$ cat src/rtl/multicycle_ctrl.sv
// Multi-cycle FETCH/DECODE/EXEC/MEM/WB sequencer for a MIPS-subset datapath with a
// data-memory req/ack handshake and timeout. Optional counters under PERF_CNT_EN.
module multicycle_ctrl #(
  parameter int MEM_TIMEOUT = 15,
  parameter int TMO_W       = 8
) (
  input  logic       clk,
  input  logic       rst_n,
  input  logic       run,
  input  logic [5:0] OpCode,
  input  logic       Zero,
  input  logic       mem_ack,
  output logic       PC_En,
  output logic       IR_En,
  output logic       BR_En,
  output logic [2:0] AluC,
  output logic       EnW,
  output logic       EnR,
  output logic       Mux1,
  output logic       Mux2,
  output logic       Mux3,
  output logic       Branch,
  output logic       illegal,
  output logic       mem_err,
  output logic       retire,
  output logic [2:0] state
`ifdef PERF_CNT_EN
  ,
  output logic [31:0] instr_cnt,
  output logic [31:0] stall_cnt
`endif
);

  typedef enum logic [2:0] {
    S_IDLE   = 3'd0,
    S_FETCH  = 3'd1,
    S_DECODE = 3'd2,
    S_EXEC   = 3'd3,
    S_MEM    = 3'd4,
    S_WB     = 3'd5
  } state_t;

  localparam logic [5:0] OP_R    = 6'b000000;
  localparam logic [5:0] OP_ADDI = 6'b001000;
  localparam logic [5:0] OP_LW   = 6'b100011;
  localparam logic [5:0] OP_SW   = 6'b101011;
  localparam logic [5:0] OP_BEQ  = 6'b000100;
  localparam logic [TMO_W-1:0] TMO_LIM = TMO_W'(MEM_TIMEOUT);

  function automatic logic is_legal(input logic [5:0] op);
    case (op)
      OP_R, OP_ADDI, OP_LW, OP_SW, OP_BEQ: is_legal = 1'b1;
      default:                             is_legal = 1'b0;
    endcase
  endfunction

  // {AluC, Mux1, Mux2, Mux3} per opcode
  function automatic logic [5:0] op_fields(input logic [5:0] op);
    case (op)
      OP_R:    op_fields = {3'b000, 1'b1, 1'b1, 1'b0};
      OP_ADDI: op_fields = {3'b010, 1'b1, 1'b0, 1'b1};
      OP_LW:   op_fields = {3'b010, 1'b0, 1'b0, 1'b1};
      OP_SW:   op_fields = {3'b010, 1'b1, 1'b1, 1'b1};
      OP_BEQ:  op_fields = {3'b011, 1'b0, 1'b0, 1'b0};
      default: op_fields = 6'b000000;
    endcase
  endfunction

  state_t           r_state;
  state_t           w_next;
  state_t           w_after;
  logic [5:0]       r_op;
  logic [TMO_W-1:0] r_cnt;
  logic             w_timeout;
  logic             w_mem_done;

  // mem_ack on the final allowed cycle still completes the access
  assign w_timeout  = (MEM_TIMEOUT != 0) && (r_state == S_MEM) && (r_cnt == TMO_LIM) && !mem_ack;
  assign w_mem_done = (r_state == S_MEM) && (mem_ack || w_timeout);
  assign w_after    = run ? S_FETCH : S_IDLE;

  // State, latched opcode and MEM wait counter
  always_ff @(posedge clk or negedge rst_n) begin
    if (!rst_n) begin
      r_state <= S_IDLE;
      r_op    <= 6'b000000;
      r_cnt   <= '0;
    end else begin
      r_state <= w_next;
      if (r_state == S_DECODE) begin
        r_op <= OpCode;
      end
      if ((r_state == S_MEM) && !w_mem_done) begin
        if (r_cnt != {TMO_W{1'b1}}) begin
          r_cnt <= r_cnt + TMO_W'(1);
        end
      end else begin
        r_cnt <= '0;
      end
    end
  end

  // Next-state selection
  always_comb begin
    w_next = r_state;
    case (r_state)
      S_IDLE:   w_next = run ? S_FETCH : S_IDLE;
      S_FETCH:  w_next = S_DECODE;
      S_DECODE: w_next = is_legal(OpCode) ? S_EXEC : w_after;
      S_EXEC: begin
        case (r_op)
          OP_R, OP_ADDI: w_next = S_WB;
          OP_LW, OP_SW:  w_next = S_MEM;
          default:       w_next = w_after;
        endcase
      end
      S_MEM: begin
        if (mem_ack) begin
          w_next = (r_op == OP_LW) ? S_WB : w_after;
        end else if (w_timeout) begin
          w_next = w_after;
        end else begin
          w_next = S_MEM;
        end
      end
      S_WB:     w_next = w_after;
      default:  w_next = S_IDLE;
    endcase
  end

  // Per-state datapath controls and status pulses
  always_comb begin
    PC_En   = 1'b0;
    IR_En   = 1'b0;
    BR_En   = 1'b0;
    AluC    = 3'b000;
    EnW     = 1'b0;
    EnR     = 1'b0;
    Mux1    = 1'b0;
    Mux2    = 1'b0;
    Mux3    = 1'b0;
    Branch  = 1'b0;
    illegal = 1'b0;
    mem_err = 1'b0;
    retire  = 1'b0;
    state   = r_state;
    if ((r_state == S_EXEC) || (r_state == S_MEM) || (r_state == S_WB)) begin
      {AluC, Mux1, Mux2, Mux3} = op_fields(r_op);
    end else begin
      {AluC, Mux1, Mux2, Mux3} = 6'b000000;
    end
    case (r_state)
      S_FETCH: begin
        IR_En = 1'b1;
        PC_En = 1'b1;
      end
      S_DECODE: illegal = !is_legal(OpCode);
      S_EXEC: begin
        if (r_op == OP_BEQ) begin
          Branch = 1'b1;
          PC_En  = Zero;
          retire = 1'b1;
        end else begin
          Branch = 1'b0;
        end
      end
      S_MEM: begin
        EnR     = (r_op == OP_LW);
        EnW     = (r_op == OP_SW);
        mem_err = w_timeout;
        retire  = mem_ack && (r_op == OP_SW);
      end
      S_WB: begin
        BR_En  = 1'b1;
        retire = 1'b1;
      end
      default: begin
        PC_En = 1'b0;
      end
    endcase
  end

`ifdef PERF_CNT_EN
  logic [31:0] r_instr_cnt;
  logic [31:0] r_stall_cnt;

  // Retired-instruction and memory-stall counters, free-running with wrap
  always_ff @(posedge clk or negedge rst_n) begin
    if (!rst_n) begin
      r_instr_cnt <= 32'd0;
      r_stall_cnt <= 32'd0;
    end else begin
      if (retire) begin
        r_instr_cnt <= r_instr_cnt + 32'd1;
      end
      if ((r_state == S_MEM) && !mem_ack) begin
        r_stall_cnt <= r_stall_cnt + 32'd1;
      end
    end
  end

  assign instr_cnt = r_instr_cnt;
  assign stall_cnt = r_stall_cnt;
`endif

endmodule

$ cat config.mk
export PLATFORM = sky130hd
export DESIGN_NAME = multicycle_ctrl
export DESIGN_NICKNAME = d
export VERILOG_FILES = /design/src/rtl/multicycle_ctrl.sv
export SDC_FILE = /design/constraint.sdc
export NUM_CORES = 1
export LEC_CHECK = 0
export CAP_MARGIN = 20
export CORE_ASPECT_RATIO = 1.2
export CORE_UTILIZATION = 47
export DETAILED_ROUTE_END_ITERATION = 8
export PLACE_DENSITY = 0.85
export SYNTH_ARGS = -nofsm -noshare
export SYNTH_HDL_FRONTEND = slang
export SYNTH_SLANG_ARGS = --single-unit
export TNS_END_PERCENT = 30
$ cat constraint.sdc
create_clock -name clk -period 1.8 [get_ports clk]
set_input_delay 0.45 -clock clk [delete_from_list [all_inputs] [get_ports clk]]
set_output_delay 0.45 -clock clk [all_outputs]
set_load 0.02 [all_outputs]
==> flow_summary.toml <==
[run_status]
status = "finished, violations left"
violations = "setup timing"

[placement]
place_inst = 211
portBuffers = 27
place_hpwl_um = 2470
placed_area_um2 = 1680
gp_congestion = 0.883

[grt]
grt_max_degree = 18
antenna_found_initial = 0
grt_pass1_vias = 1287
grt_pass1_wl_um = 5900
track_usage_pct = 35.4
grt.overflow.total = 0

[route]
drc = 0
ant_nets = 0
num_vias = 1331
firstDrtPassIters = 4
routed_via_density = 6.16
wire_per_inst_um = 21.0
wl_um = 4540
drt_first_iter_violations = 40

[floorplan]
start_util_pct = 49.7
die_w_um = 44.7
ios = 29
fp.dieH_um = 53.3
row_count = 18
dieArea_um2 = 2380
core_area_um2 = 2070

[critical_path]
cp.required_ns = 1.35
reg2reg_to = "r_cnt[4]"
cp-end-kind = "output port"
worstReg2RegStart = "r_cnt[0]"
critical_path_class = "flip-flop to output port"
worst-r2r-setup-slack_ns = 0.06
cp-start-kind = "flip-flop"
reg2reg_depth = 6
crit_fanout = 5
critPathArrivalTime_ns = 1.73

[min_path]
min_from = "OpCode[3]"
min_path_cells = 2
hold_end = "r_op[3]"
worstHoldPathType = "primary input to flip-flop"

[layout]
finalInstanceArea_um2 = 1840
layoutNonFillerInstCount = 216
fin_nets = 199
regArea_um2 = 425
syn_to_final_growth_pct = 79.1
drive_above_1_share_pct = 55.4
fin_util_pct = 89.0
layout.filler_cells = 88
antenna_cells = 0
multi_input_area_um2 = 734

[synthesis]
async_flop_share_pct = 100
synthDistinctLibCells = 36
synth_area_um2 = 1030
netlist_instances = 112
syn_nets = 124
syn_area_per_cell_um2 = 9.19
yosysWarnings = 0
synth_edf_count = 0
ys_seq_area_share_pct = 41.3
synth.ff_latch_count = 17
synth_ff_type = "dfrtp_1"

[cts]
clock_path_buffers = 2
cts_root_buf = "clkbuf_4"
numCtsBuffers = 3
cts_max_level = 1
clk-insertion-delay-late_ns = 0.30
cts_tree = "done"
clock_sinks = 17
path_clk_slew_ns = 0.10

[timing]
setup_tns_ns = -3.24
fin_crit_sh_pct = 121
layout_setup_ws_ns = -0.379
rsz0062_at_grt = "true"
clock.fmax_mhz = 459
fin_crit_ns = 2.18
finalSetupViolCount = 12
hold_viol = 0
slew_viol_final = 0
skew_ns = 0.00250

[pwr]
worst_ir_drop_vdd_mv = 0.910
power_w = 0.00188
leakage_nw = 0.834
powerDensity_nw_per_um2 = 1020

[run]
drv_cap = 0
## worst max-delay path, stage by stage, from the launching register on
cell and delay, ns:
dfrtp_1 0.48, nor2_1 0.27, buf_4 0.21, nor4b_4 0.26, buf_4 0.20
## stage by stage
stage / hold slack [ns] / worst slack [ns]
3_5_place_dp: 0.565 / -0.759
5_1_grt: 0.405 / -0.451
3_3_place_gp: 0.547 / -0.731
4_1_cts: 0.392 / -0.249
6_report: 0.409 / -0.379
2_1_floorplan: 0.154 / -0.0833
## layout by cell type (no fill, tap or decap), types with 2 or more instances in the layout
cell / n
buf_4: 48
dfrtp_1: 17
buf_6: 13
nor2_1: 10
nand2_1: 6
a31oi_1: 6
mux2_2: 6
a21oi_2: 5
clkdlybuf4s50_1: 5
nand2b_4: 4
nand3_1: 4
buf_2: 4
nor3_2: 3
nand3_2: 3
clkbuf_4: 3
dlygate4sd2_1: 3
and3_1: 2
nand4_1: 2
nor3_4: 2
a21oi_1: 2
mux2i_1: 2
nor3_1: 2
xnor2_1: 2
## how the worst max path moves through the flow
stage                     slack [ns]  cells past startpoint      start      end
final                          -0.38                      4    r_op[2]      EnR
after global routing           -0.45                      4    r_op[2]      EnR
after CTS                      -0.25                      6    r_op[0]     Mux2
after detailed placement       -0.76                      5  OpCode[5]  illegal
after global placement         -0.73                      5  OpCode[3]  illegal
after floorplan                -0.08                      3   state[0]      EnR
## per-layer routing
metal  track usage (%)  wire, um  vias to the layer above  share of wire, %
li1                  -         -                      568                 -
met1              35.1      1540                      624                34
met2              62.3      2290                      101                50
met3              9.22       388                       38               8.5
met4              25.8       317                        0               7.0
met5                 0         0                        -                 0
## cell families after synthesis
family	synth area share (%)
muxes	8.51
buffers and inverters	4.01
xor gates and xnor gates	1.70
DFF	41.3
and+or+nand+nor	25.9
AOI/OAI and AO/OA	17.0
other	0.364
adders and majority gates	1.21
## registers in the layout, indices dropped and copies added, names as in the netlist
name and cells:
r_op 6, state 3, r_cnt 8
## report_power, final
group          switching, W  internal, W  leakage, nW
sequential         0.000109     0.000465        0.221
combinational      0.000531     0.000556        0.597
clock              0.000129    0.0000866       0.0150
## cell type report
cell class                      instances  area share (%)
Multi-Input combinational cell         89            39.8
Timing Repair Buffer                   74            33.2
Sequential cell                        17            23.1
Tap cell                               30            2.04
Clock buffer                            4            1.42
Inverter                                2           0.407
## cell usage after synthesis (2+ instances only)
master / number / area share, %
dfrtp_1: 17 / 41
nor3_1: 7 / 3.4
buf_6: 2 / 2.2
nand2b_1: 5 / 3.0
nand2_1: 7 / 2.6
nand4_1: 2 / 1.2
and3_1: 3 / 1.8
xnor2_1: 2 / 1.7
nor2_1: 12 / 4.4
o21ai_0: 2 / 0.97
nand3_1: 7 / 3.4
inv_1: 2 / 0.73
mux2_2: 6 / 6.6
nor4b_1: 2 / 1.7
o21a_1: 2 / 1.5
nor4_1: 2 / 1.2
a21oi_1: 7 / 3.4
a31oi_1: 6 / 3.6
mux2i_1: 2 / 1.9
## repair_timing
action,CTS,global route
hold buffers,0,0
pin swaps,10,3
buffers inserted,1,0
gates resized for setup,111,26
setup endpoints to repair,17,16
Power figures use the tool's default switching activity.
